`config.mk`:
```
export PLATFORM = sky130hd
export DESIGN_NAME = param_reservation_station
export DESIGN_NICKNAME = d
export VERILOG_FILES = /design/src/rtl/param_reservation_station.sv
export SDC_FILE = /design/constraint.sdc
export NUM_CORES = 1
export LEC_CHECK = 0
export CORE_ASPECT_RATIO = 1.5
export CORE_MARGIN = 2
export CORE_UTILIZATION = 45
export CTS_BUF_LIST = sky130_fd_sc_hd__clkbuf_2 sky130_fd_sc_hd__clkbuf_4 sky130_fd_sc_hd__clkbuf_8
export DETAILED_ROUTE_END_ITERATION = 12
export PLACE_DENSITY = 0.66
export SETUP_SLACK_MARGIN = 0.05
export SYNTH_ARGS = -nofsm -noshare
export SYNTH_HDL_FRONTEND = slang
export SYNTH_SLANG_ARGS = --single-unit
```
`constraint.sdc`:
```
create_clock -name clk -period 22 [get_ports clk]
set_input_delay 3.3 -clock clk [delete_from_list [all_inputs] [get_ports clk]]
set_output_delay 3.3 -clock clk [all_outputs]
set_load 0.1 [all_outputs]
```
`src/rtl/param_reservation_station.sv`:
```
// Tomasulo-style reservation station with CDB snoop, dispatch bypass and oldest-first issue.
// Issue outputs are combinational from registered entries only; dispatch is accepted while any entry is free.
module param_reservation_station #(
  parameter int DEPTH      = 4,
  parameter int DATA_W     = 32,
  parameter int OP_W       = 2,
  parameter int IDX_W      = 2,
  parameter int ID_W       = 2,
  parameter int STATION_ID = 1,
  localparam int LW        = ID_W + IDX_W
) (
  input  logic              clk,
  input  logic              RST,
  input  logic              flush,
  input  logic              disp_valid,
  input  logic [OP_W-1:0]   disp_op,
  input  logic [DATA_W-1:0] disp_v1,
  input  logic [DATA_W-1:0] disp_v2,
  input  logic [LW-1:0]     disp_q1,
  input  logic [LW-1:0]     disp_q2,
  output logic              disp_ready,
  output logic [LW-1:0]     disp_label,
  input  logic              bc_valid,
  input  logic [LW-1:0]     bc_label,
  input  logic [DATA_W-1:0] bc_data,
  output logic              iss_valid,
  input  logic              iss_ready,
  output logic [OP_W-1:0]   iss_op,
  output logic [DATA_W-1:0] iss_v1,
  output logic [DATA_W-1:0] iss_v2,
  output logic [LW-1:0]     iss_label,
  output logic [IDX_W:0]    count
);

  logic [DEPTH-1:0]  busy;
  logic [OP_W-1:0]   op_q [DEPTH];
  logic [DATA_W-1:0] vj   [DEPTH];
  logic [DATA_W-1:0] vk   [DEPTH];
  logic [LW-1:0]     qj   [DEPTH];
  logic [LW-1:0]     qk   [DEPTH];
  logic [IDX_W-1:0]  rank [DEPTH];

  logic [DEPTH-1:0]  rdy;
  logic [IDX_W-1:0]  free_idx;
  logic              sel_found;
  logic [IDX_W-1:0]  sel_idx;
  logic [IDX_W-1:0]  sel_rank;
  logic              bc_hit;
  logic              do_disp;
  logic              do_iss;
  logic [IDX_W-1:0]  new_rank;

  assign disp_ready = |(~busy);
  assign disp_label = {ID_W'(STATION_ID), free_idx};
  assign bc_hit     = bc_valid && (bc_label != '0);
  assign do_disp    = disp_valid && disp_ready && !flush;
  assign do_iss     = sel_found && iss_ready && !flush;
  // Rank of a new entry counts survivors of this edge's issue, so it is always the youngest.
  assign new_rank   = IDX_W'(count - (IDX_W+1)'(do_iss));

  always_comb begin
    free_idx = '0;
    for (int i = DEPTH - 1; i >= 0; i--) begin
      if (!busy[i]) free_idx = IDX_W'(i);
    end
  end

  always_comb begin
    rdy       = '0;
    sel_found = 1'b0;
    sel_idx   = '0;
    sel_rank  = '0;
    for (int i = 0; i < DEPTH; i++) begin
      rdy[i] = busy[i] && (qj[i] == '0) && (qk[i] == '0);
      if (rdy[i] && (!sel_found || rank[i] < sel_rank)) begin
        sel_found = 1'b1;
        sel_idx   = IDX_W'(i);
        sel_rank  = rank[i];
      end
    end
  end

  assign iss_valid = sel_found;
  assign iss_op    = sel_found ? op_q[sel_idx] : '0;
  assign iss_v1    = sel_found ? vj[sel_idx]   : '0;
  assign iss_v2    = sel_found ? vk[sel_idx]   : '0;
  assign iss_label = sel_found ? {ID_W'(STATION_ID), sel_idx} : '0;

  always_ff @(posedge clk or posedge RST) begin
    if (RST) begin
      busy  <= '0;
      count <= '0;
      for (int i = 0; i < DEPTH; i++) begin
        op_q[i] <= '0;
        vj[i]   <= '0;
        vk[i]   <= '0;
        qj[i]   <= '0;
        qk[i]   <= '0;
        rank[i] <= '0;
      end
    end else if (flush) begin
      busy  <= '0;
      count <= '0;
      for (int i = 0; i < DEPTH; i++) begin
        qj[i]   <= '0;
        qk[i]   <= '0;
        rank[i] <= '0;
      end
    end else begin
      count <= count + (IDX_W+1)'(do_disp) - (IDX_W+1)'(do_iss);
      for (int i = 0; i < DEPTH; i++) begin
        if (busy[i] && bc_hit && qj[i] == bc_label) begin
          vj[i] <= bc_data;
          qj[i] <= '0;
        end
        if (busy[i] && bc_hit && qk[i] == bc_label) begin
          vk[i] <= bc_data;
          qk[i] <= '0;
        end
        if (do_iss && sel_idx == IDX_W'(i)) begin
          busy[i] <= 1'b0;
          rank[i] <= '0;
        end else if (do_iss && busy[i] && rank[i] > sel_rank) begin
          rank[i] <= rank[i] - 1'b1;
        end
      end
      // free_idx is never busy, so this write cannot collide with the snoop or issue above.
      if (do_disp) begin
        busy[free_idx] <= 1'b1;
        op_q[free_idx] <= disp_op;
        rank[free_idx] <= new_rank;
        if (bc_hit && disp_q1 == bc_label) begin
          vj[free_idx] <= bc_data;
          qj[free_idx] <= '0;
        end else begin
          vj[free_idx] <= disp_v1;
          qj[free_idx] <= disp_q1;
        end
        if (bc_hit && disp_q2 == bc_label) begin
          vk[free_idx] <= bc_data;
          qk[free_idx] <= '0;
        end else begin
          vk[free_idx] <= disp_v2;
          qk[free_idx] <= disp_q2;
        end
      end
    end
  end

endmodule

```
==> results of run 1 <==
-- cell type report --
| cell class | instances | area [um2] | share of cell area [%] |
|---|---|---|---|
| clock inverter | 7 | 62.56 | 0.2828 |
| inverter | 14 | 65.06 | 0.2941 |
| timing repair buffer | 236 | 2247 | 10.16 |
| antenna | 1 | 2.502 | 0.01131 |
| multi-input combinational | 1843 | 10260 | 46.37 |
| sequential | 311 | 7782 | 35.18 |
| tap | 564 | 705.7 | 3.190 |
| clock buffer | 79 | 999.7 | 4.519 |
-- cells by family after synthesis --
group | Yosys count | share of synthesized area (%)
simple gates | 725 | 16.55
flops | 311 | 41.12
xor+xnor | 46 | 2.129
buf+inv | 268 | 5.500
fa+ha+maj | 15 | 1.031
other cells | 2 | 0.03968
compound gates | 934 | 27.26
mux | 120 | 6.373
-- synth_stat cells, drive strengths merged (2+ instances only) --
cell,n
a21o,3
mux2i,116
a2bb2oi,64
o2111a,2
o21a,3
and2,3
nor4,65
nor3,11
conb,2
xnor2,12
a211oi,3
nand4b,3
and4b,3
clkbuf,226
o32ai,2
nor2,237
o21ai,390
xor2,34
nor2b,9
buf,28
or2,2
nand4,19
ha,14
nand3,29
nand2,326
nor3b,8
dfrtp,311
nand2b,6
mux2,4
a31oi,11
a21oi,407
inv,14
o211ai,7
o2111ai,16
a32oi,17
-- per-layer routing --
| layer | track usage [%] | share of wire (%) |
|---|---|---|
| met1 | 39.71 | 38 |
| met2 | 54.86 | 48 |
| met3 | 5.319 | 8.0 |
| met4 | 18.77 | 5.8 |
| met5 | 0 | 0.018 |
-- stage by stage --
step / hold slack [ns] / cell area [um2] / util, %
floorplan: 0.4454 / 18930 / -
global placement: 0.4567 / 21060 / 50.40
detailed placement: 0.4645 / 21060 / 50.40
CTS: 0.4812 / 22120 / 52.94
global route: 0.4956 / 22120 / 52.94
finish: 0.4813 / 22120 / 52.94
-- state kept, by name, summed over array words and instances, names as in the netlist --
register and cells:
busy 4, count 3, op_q 8, qj 16, qk 16, rank 8
vj 128, vk 128
-- worst reg2reg max path, delay by kind of cell (launching register included) --
family	cells	cell delay, ns
and+or+nand+nor	10	2.83
buffers and inverters	5	1.75
muxes	1	0.24
AOI/OAI and AO/OA	9	2.55
adders and majority gates	4	1.19
DFF	1	0.42
-- power by group through the flow --
stage / Combinational (W) / Clock (W) / Sequential (W)
after floorplan: 0.000958 / 0 / 0.000829
after CTS: 0.00129 / 0.000547 / 0.000839
final: 0.00130 / 0.000541 / 0.000844
after global placement: 0.00127 / 0 / 0.000842
after detailed placement: 0.00129 / 0 / 0.000849
after global routing: 0.00137 / 0.000571 / 0.000861
-- worst max path at each step --
stage | from | end | slack (ns) | depth (start not counted)
after floorplan | RST | busy[0] | 10.10 | 1
after global placement | qj[14] | iss_v1[8] | 10.55 | 24
after detailed placement | qj[14] | iss_v2[8] | 10.40 | 24
after CTS | qj[14] | iss_v2[8] | 9.75 | 24
after global routing | qj[14] | iss_v1[7] | 9.29 | 24
final | qj[14] | iss_v1[17] | 9.74 | 24
==> impl_summary.txt, run 1 <==
----------------------------------------------------
[Run status]
  Run status ... finished, final reports clean

[Synth]
  Total standard cell area after synthesis ... 0.01893 mm2
  Count of yosys warnings during synthesis ... 0
  Area share of the leading cell type in the synthesized netlist ... 41.12%
  Average cell area after synthesis ... 7.817 um2
  Synth async-reset ratio ... 100.0%
  Leading cell types by total area after synthesis ... dfrtp_1 41%, a21oi_1 11%, o21ai_0 10%
  Post-synth EDFFs ... 0
  Number of synthesized register bits ... 311
  Dominant cell type by area after synthesis ... dfrtp_1
  Cell count after synthesis ... 2421
  Synth unique cells ... 56
  Most instantiated flip-flop cell in the synthesis netlist ... dfrtp_1
  Sequential cell area fraction in the yosys report ... 41.12%

[Worst setup path]
  Type of the worst setup path ... reg2out
  Critical Path Fanout Max ... 60
  Register-to-register setup slack ... 12.92 ns
  Reg2Reg Capture Point ... rank[0]
  CP Launch Type ... flop
  Number of buffer and inverter stages on the critical path ... 6
  Arrival time at the worst endpoint ... 8.96 ns
  Worst path max stage delay ... 1.19 ns
  Most common cell type on the critical path ... buf_4
  CP max-delay cell ... clkdlybuf4s50_1
  R2R depth ... 29
  Worst Setup End Kind ... output pin
  Top delay family on crit path ... buffers and inverters
  Data required time at the worst endpoint ... 18.70 ns
  Startpoint of the most critical register-to-register path ... qj[14]
  Cell breakdown of the critical path ... nor4_2, and4_1, nand2_1, ha_1, a21o_1, a21oi_4, buf_4, nand2_1, o21ai_0, inv_1, ha_1, or2_2, a21oi_4, buf_4, nor2_1, buf_4, mux2i_1, ha_1, a211oi_1, o211a_2, buf_4, o21ai_0, o21ai_0, clkdlybuf4s50_1

[Placed design]
  # placed instances ... 2968
  I/O Buffers ... 191
  RePlAce Congestion ... 0.9245
  Half-perimeter wire length after detailed placement ... 43.53 mm
  Pre-CTS worst setup slack ... 10.40 ns

[Routing]
  Via density ... 6.319
  Total DRC errors in the routed layout ... 0
  TritonRoute pass-1 iters ... 8
  Post-detailed-route wirelength per cell ... 23.64 um
  Initial drt markers ... 2023
  Via total after detailed routing ... 19310
  Antenna-violating nets left ... 0
  Post-detailed-routing wire length ... 72.22 mm

[CTS]
  Number of gates resized after CTS ... 0
  Clk root buf ... clkbuf_8
  Clock transition time at the flip-flop clock pins of the worst setup and hold paths ... 0.07 ns
  Setup fix buffers added after clock tree synthesis ... 0
  Clk_lat worst skew ... 0.61 ns
  Sinks on the clock net ... 311
  Number of buffers created by CTS ... 50
  Clock tree from TritonCTS ... built
  Maximum count of clock buffers along a single path ... 3
  H-tree Lvls ... 2
  Number of buffers added to fix hold violations after cts ... 0

[Floorplan]
  Starting density of the core ... 45.29%
  Height of the die ... 255.2 um
  Total core area ... 0.04179 mm2
  FP Rows ... 92
  Total Die Area ... 0.04375 mm2
  Die width ... 171.4 um
  Number of I/O pins ... 195

[Power]
  Power per cell area ... 121.2 mW/mm2
  LEAKAGE ... 9.512 nW
  Peak VDD IR ... 0.1118 mV
  Switching share of power ... 48.34%
  Share of power burned in the clock network ... 20.2%
  Total Power Consumption ... 0.002681 W
  Part of the total power dissipated in sequential elements ... 31.5%
  Switching power ... 0.001296 W
  Internal Pwr Total ... 0.001385 W
  Share of total power in combinational logic ... 48.3%

[Timing]
  Final total negative setup slack ... 0 ns
  Clock period minus final worst setup slack ... 12.26 ns
  Maximum clock frequency ... 81.59 MHz
  Final Setup Violations ... 0
  Final clock skew ... 0.02246 ns
  Actual slew at the worst max-slew pin ... 1.119 ns
  Worst path setup slack after routing ... 9.743 ns
  Worst slew margin relative to its limit ... 25.12%
  Unrepaired setup endpoints after global routing ... false
  Portion of the clock cycle consumed by the worst path in the final layout ... 55.71%
  Final number of max-transition violations ... 0
  Hold Violations, Final ... 0

[Layout]
  Synth-to-Final Area Change ... 16.89%
  Layout Nets ... 2587
  Final standard cell count with taps included and fillers excluded ... 3055
  Commonest cells after routing, fill and taps aside ... 403 x a21oi_1, 385 x o21ai_0, 322 x nand2_1
  Filler Cells Inserted ... 4002
  Fraction of final layout cells sized beyond drive strength 1 ... 7.068%
  Most common library cell in the layout ignoring fill and taps ... a21oi_1

[Run]
  Number of maximum-capacitance constraint violations ... 0

[Hold path]
  Worst Hold Launch ... op_q[2]
  Worst hold path endpoint ... op_q[2]
  Number of cells traversed by the worst hold path ... 2
  Path type of the worst min-delay path ... reg2reg

[Global routing]
  Initial antenna violation count ... 2
  GRT overflow ... 0
  Wire length of the first global-routing pass ... 110.3 mm
  Pin count of the biggest net entering global routing ... 128
  Overall track demand over capacity in global routing ... 32.71%
  Number of global-route vias before repair ... 19360

----------------------------------------------------
(Power assumes the default switching activity.)
==> inputs of run 2 (changes only) <==
- clock period: 22 -> 11.7 ns (I/O delays scaled with it)
==> impl_summary.txt, run 2 (synthesis results as in run 1) <==
----------------------------------------------------
[Run status]
  Run status ... finished, final reports clean (unchanged)

[Layout]
  Commonest cells after routing, fill and taps aside ... 403 x a21oi_1, 385 x o21ai_0, 322 x nand2_1 (unchanged)
  Final std cell area, no fill ... 0.02199 mm2 (was 0.02212 mm2)
  Final standard cell utilization of the core ... 52.63% (was 52.94%)
  Largest registers ... vj x128, vk x128 (unchanged)
  Fraction of final layout cells sized beyond drive strength 1 ... 6.855% (was 7.068%)
  Most common library cell in the layout ignoring fill and taps ... a21oi_1 (unchanged)
  Synth-to-Final Area Change ... 16.19% (was 16.89%)
  Layout Nets ... 2584 (was 2587)

[Timing]
  Portion of the clock cycle consumed by the worst path in the final layout ... 78.33%
  Final Setup Violations ... 0 (unchanged)
  Worst path setup slack after routing ... 2.535 ns (was 9.743 ns)
  Unrepaired setup endpoints after global routing ... false (unchanged)
  Final clock skew ... 0.02024 ns (was 0.02246 ns)
  Final number of max-transition violations ... 0 (unchanged)
  Hold Violations, Final ... 0 (unchanged)
  Clock period minus final worst setup slack ... 9.165 ns
  Maximum clock frequency ... 109.1 MHz
  Actual slew at the worst max-slew pin ... 1.185 ns (was 1.119 ns)
  Worst slew margin relative to its limit ... 21.02% (was 25.12%)
  Final total negative setup slack ... 0 ns (unchanged)

[CTS]
  H-tree Lvls ... 2 (unchanged)
  Clk root buf ... clkbuf_8 (unchanged)
  Clock tree from TritonCTS ... built (unchanged)
  Number of buffers created by CTS ... 50 (unchanged)
  Clock transition time at the flip-flop clock pins of the worst setup and hold paths ... 0.07 ns (about the same)
  Maximum count of clock buffers along a single path ... 3 (unchanged)
  Number of buffers added to fix hold violations after cts ... 0 (unchanged)
  Sinks on the clock net ... 311 (unchanged)
  Clk_lat worst skew ... 0.62 ns (was 0.61 ns)
  Number of gates resized after CTS ... 0 (unchanged)
  Setup fix buffers added after clock tree synthesis ... 0 (unchanged)

[Power]
  Total Power Consumption ... 0.004975 W (was 0.002681 W)
  Peak VDD IR ... 0.1772 mV (was 0.1118 mV)
  Power per cell area ... 226.3 mW/mm2 (was 121.2 mW/mm2)
  LEAKAGE ... 9.449 nW (was 9.512 nW)

[Worst setup path]
  Type of the worst setup path ... reg2out (unchanged)
  Top delay family on crit path ... buffers and inverters (unchanged)
  Data required time at the worst endpoint ... 9.95 ns (was 18.70 ns)
  Critical Path Fanout Max ... 42 (was 60)
  Arrival time at the worst endpoint ... 7.41 ns (was 8.96 ns)
  CP Launch Type ... flop (unchanged)
  CP max-delay cell ... clkdlybuf4s50_1 (unchanged)
  Number of buffer and inverter stages on the critical path ... 4 (was 6)
  Origin of the worst setup path ... qj[14] (unchanged)
  Worst Setup End Kind ... output pin (unchanged)
  Cell breakdown of the critical path ... nor4_2, and4_1, nand2_1, ha_1, a21o_1, a21oi_4, nand2_1, o21ai_0, inv_1, ha_1, or2_2, a21oi_4, nor2_1, buf_4, mux2i_1, ha_1, a211oi_1, o211a_2, buf_4, o21ai_0, o21ai_0, clkdlybuf4s50_1 (was nor4_2, and4_1, nand2_1, ha_1, a21o_1, a21oi_4, buf_4, nand2_1, o21ai_0, inv_1, ha_1, or2_2, a21oi_4, buf_4, nor2_1, buf_4, mux2i_1, ha_1, a211oi_1, o211a_2, buf_4, o21ai_0, o21ai_0, clkdlybuf4s50_1)
  Startpoint of the most critical register-to-register path ... qj[14] (unchanged)
  Worst path max stage delay ... 1.19 ns (about the same)

[Routing]
  Total DRC errors in the routed layout ... 0 (unchanged)
  Antenna-violating nets left ... 0 (unchanged)
  Via density ... 6.386 (was 6.319)
  Post-detailed-route wirelength per cell ... 24.10 um (was 23.64 um)
  TritonRoute pass-1 iters ... 8 (unchanged)
  Via total after detailed routing ... 19450 (was 19310)
  Post-detailed-routing wire length ... 73.40 mm (was 72.22 mm)
  Initial drt markers ... 1998 (was 2023)

[Floorplan]
  Starting density of the core ... 45.29% (unchanged)
  Height of the die ... 255.2 um (unchanged)
  Number of I/O pins ... 195 (unchanged)
  Die width ... 171.4 um (unchanged)
  Total core area ... 0.04179 mm2 (unchanged)
  FP Rows ... 92 (unchanged)
  Total Die Area ... 0.04375 mm2 (unchanged)

[Placed design]
  Pre-CTS worst setup slack ... 3.204 ns (was 10.40 ns)
  Half-perimeter wire length after detailed placement ... 44.11 mm (was 43.53 mm)
  Placed Instance Area ... 0.02103 mm2 (was 0.02106 mm2)
  RePlAce Congestion ... 0.9048 (was 0.9245)
  I/O Buffers ... 191 (unchanged)

[Global routing]
  Wire length of the first global-routing pass ... 111.6 mm (was 110.3 mm)
  Met3 Usage GRT ... 4.577% (was 5.319%)
  Gr busiest metal ... met2 (unchanged)
  Met1 GRT Util ... 41.00% (was 39.71%)
  GRT overflow ... 0 (unchanged)
  GR Layer Usage met2 ... 55.35% (was 54.86%)
  Number of global-route vias before repair ... 19290 (was 19360)
  Initial antenna violation count ... 1 (was 2)
  Overall track demand over capacity in global routing ... 33.33% (was 32.71%)
  Pin count of the biggest net entering global routing ... 117 (was 128)

[Hold path]
  Path type of the worst min-delay path ... reg2reg (unchanged)
  Worst Hold Launch ... vj[82] (was op_q[2])

[Run]
  Number of maximum-capacitance constraint violations ... 0 (unchanged)

----------------------------------------------------
## run 2: final cells by class
class	instances	area, um2
Fill cell	3953	19800
Sequential cell	311	7782
Multi-Input combinational cell	1843	10260
Clock inverter	2	12.51
Timing Repair Buffer	233	2215
Tap cell	564	705.7
Inverter	14	65.06
Antenna cell	2	5.005
Clock buffer	77	947.2
## run 2: through the flow
step           cells  hold slack [ns]
6_report        3046           0.4817
5_1_grt         3045           0.5131
4_1_cts         3044           0.4833
3_5_place_dp    2965           0.4696
3_3_place_gp    2965           0.4580
2_1_floorplan   2422           0.4454
## run 2: path summary, 6_finish.rpt
check,end,slack (ns),cells after the start
max in group asynchronous,vk[65],7.84,4
min reg2reg,vj[82],0.48,2
max,iss_v2[29],2.54,22
max reg2reg,rank[0],4.28,27
min in group asynchronous,vj[8],1.67,2
min,vj[82],0.48,2
## run 2: worst min-delay path, delay by kind of cell (launching register included)
kind / cells / cell delay [ns]
AOI/OAI and AO/OA: 1 / 0.06
DFF: 1 / 0.34
and+or+nand+nor: 1 / 0.05
## run 2: layer usage
metal | vias up | part of all wire (%) | routed length (um)
li1 | 8637 | - | -
met1 | 9525 | 39 | 28400
met2 | 1023 | 48 | 34980
met4 | 0 | 6.3 | 4600
met3 | 267 | 7.4 | 5428
met5 | - | 0 | 0
## run 2: report_power, final
part	switching, W	internal, W	total [W]
registers	0.000193	0.00140	0.00159
clock network	0.000447	0.000507	0.000953
logic	0.00179	0.000646	0.00243
total	0.00243	0.00255	0.00498
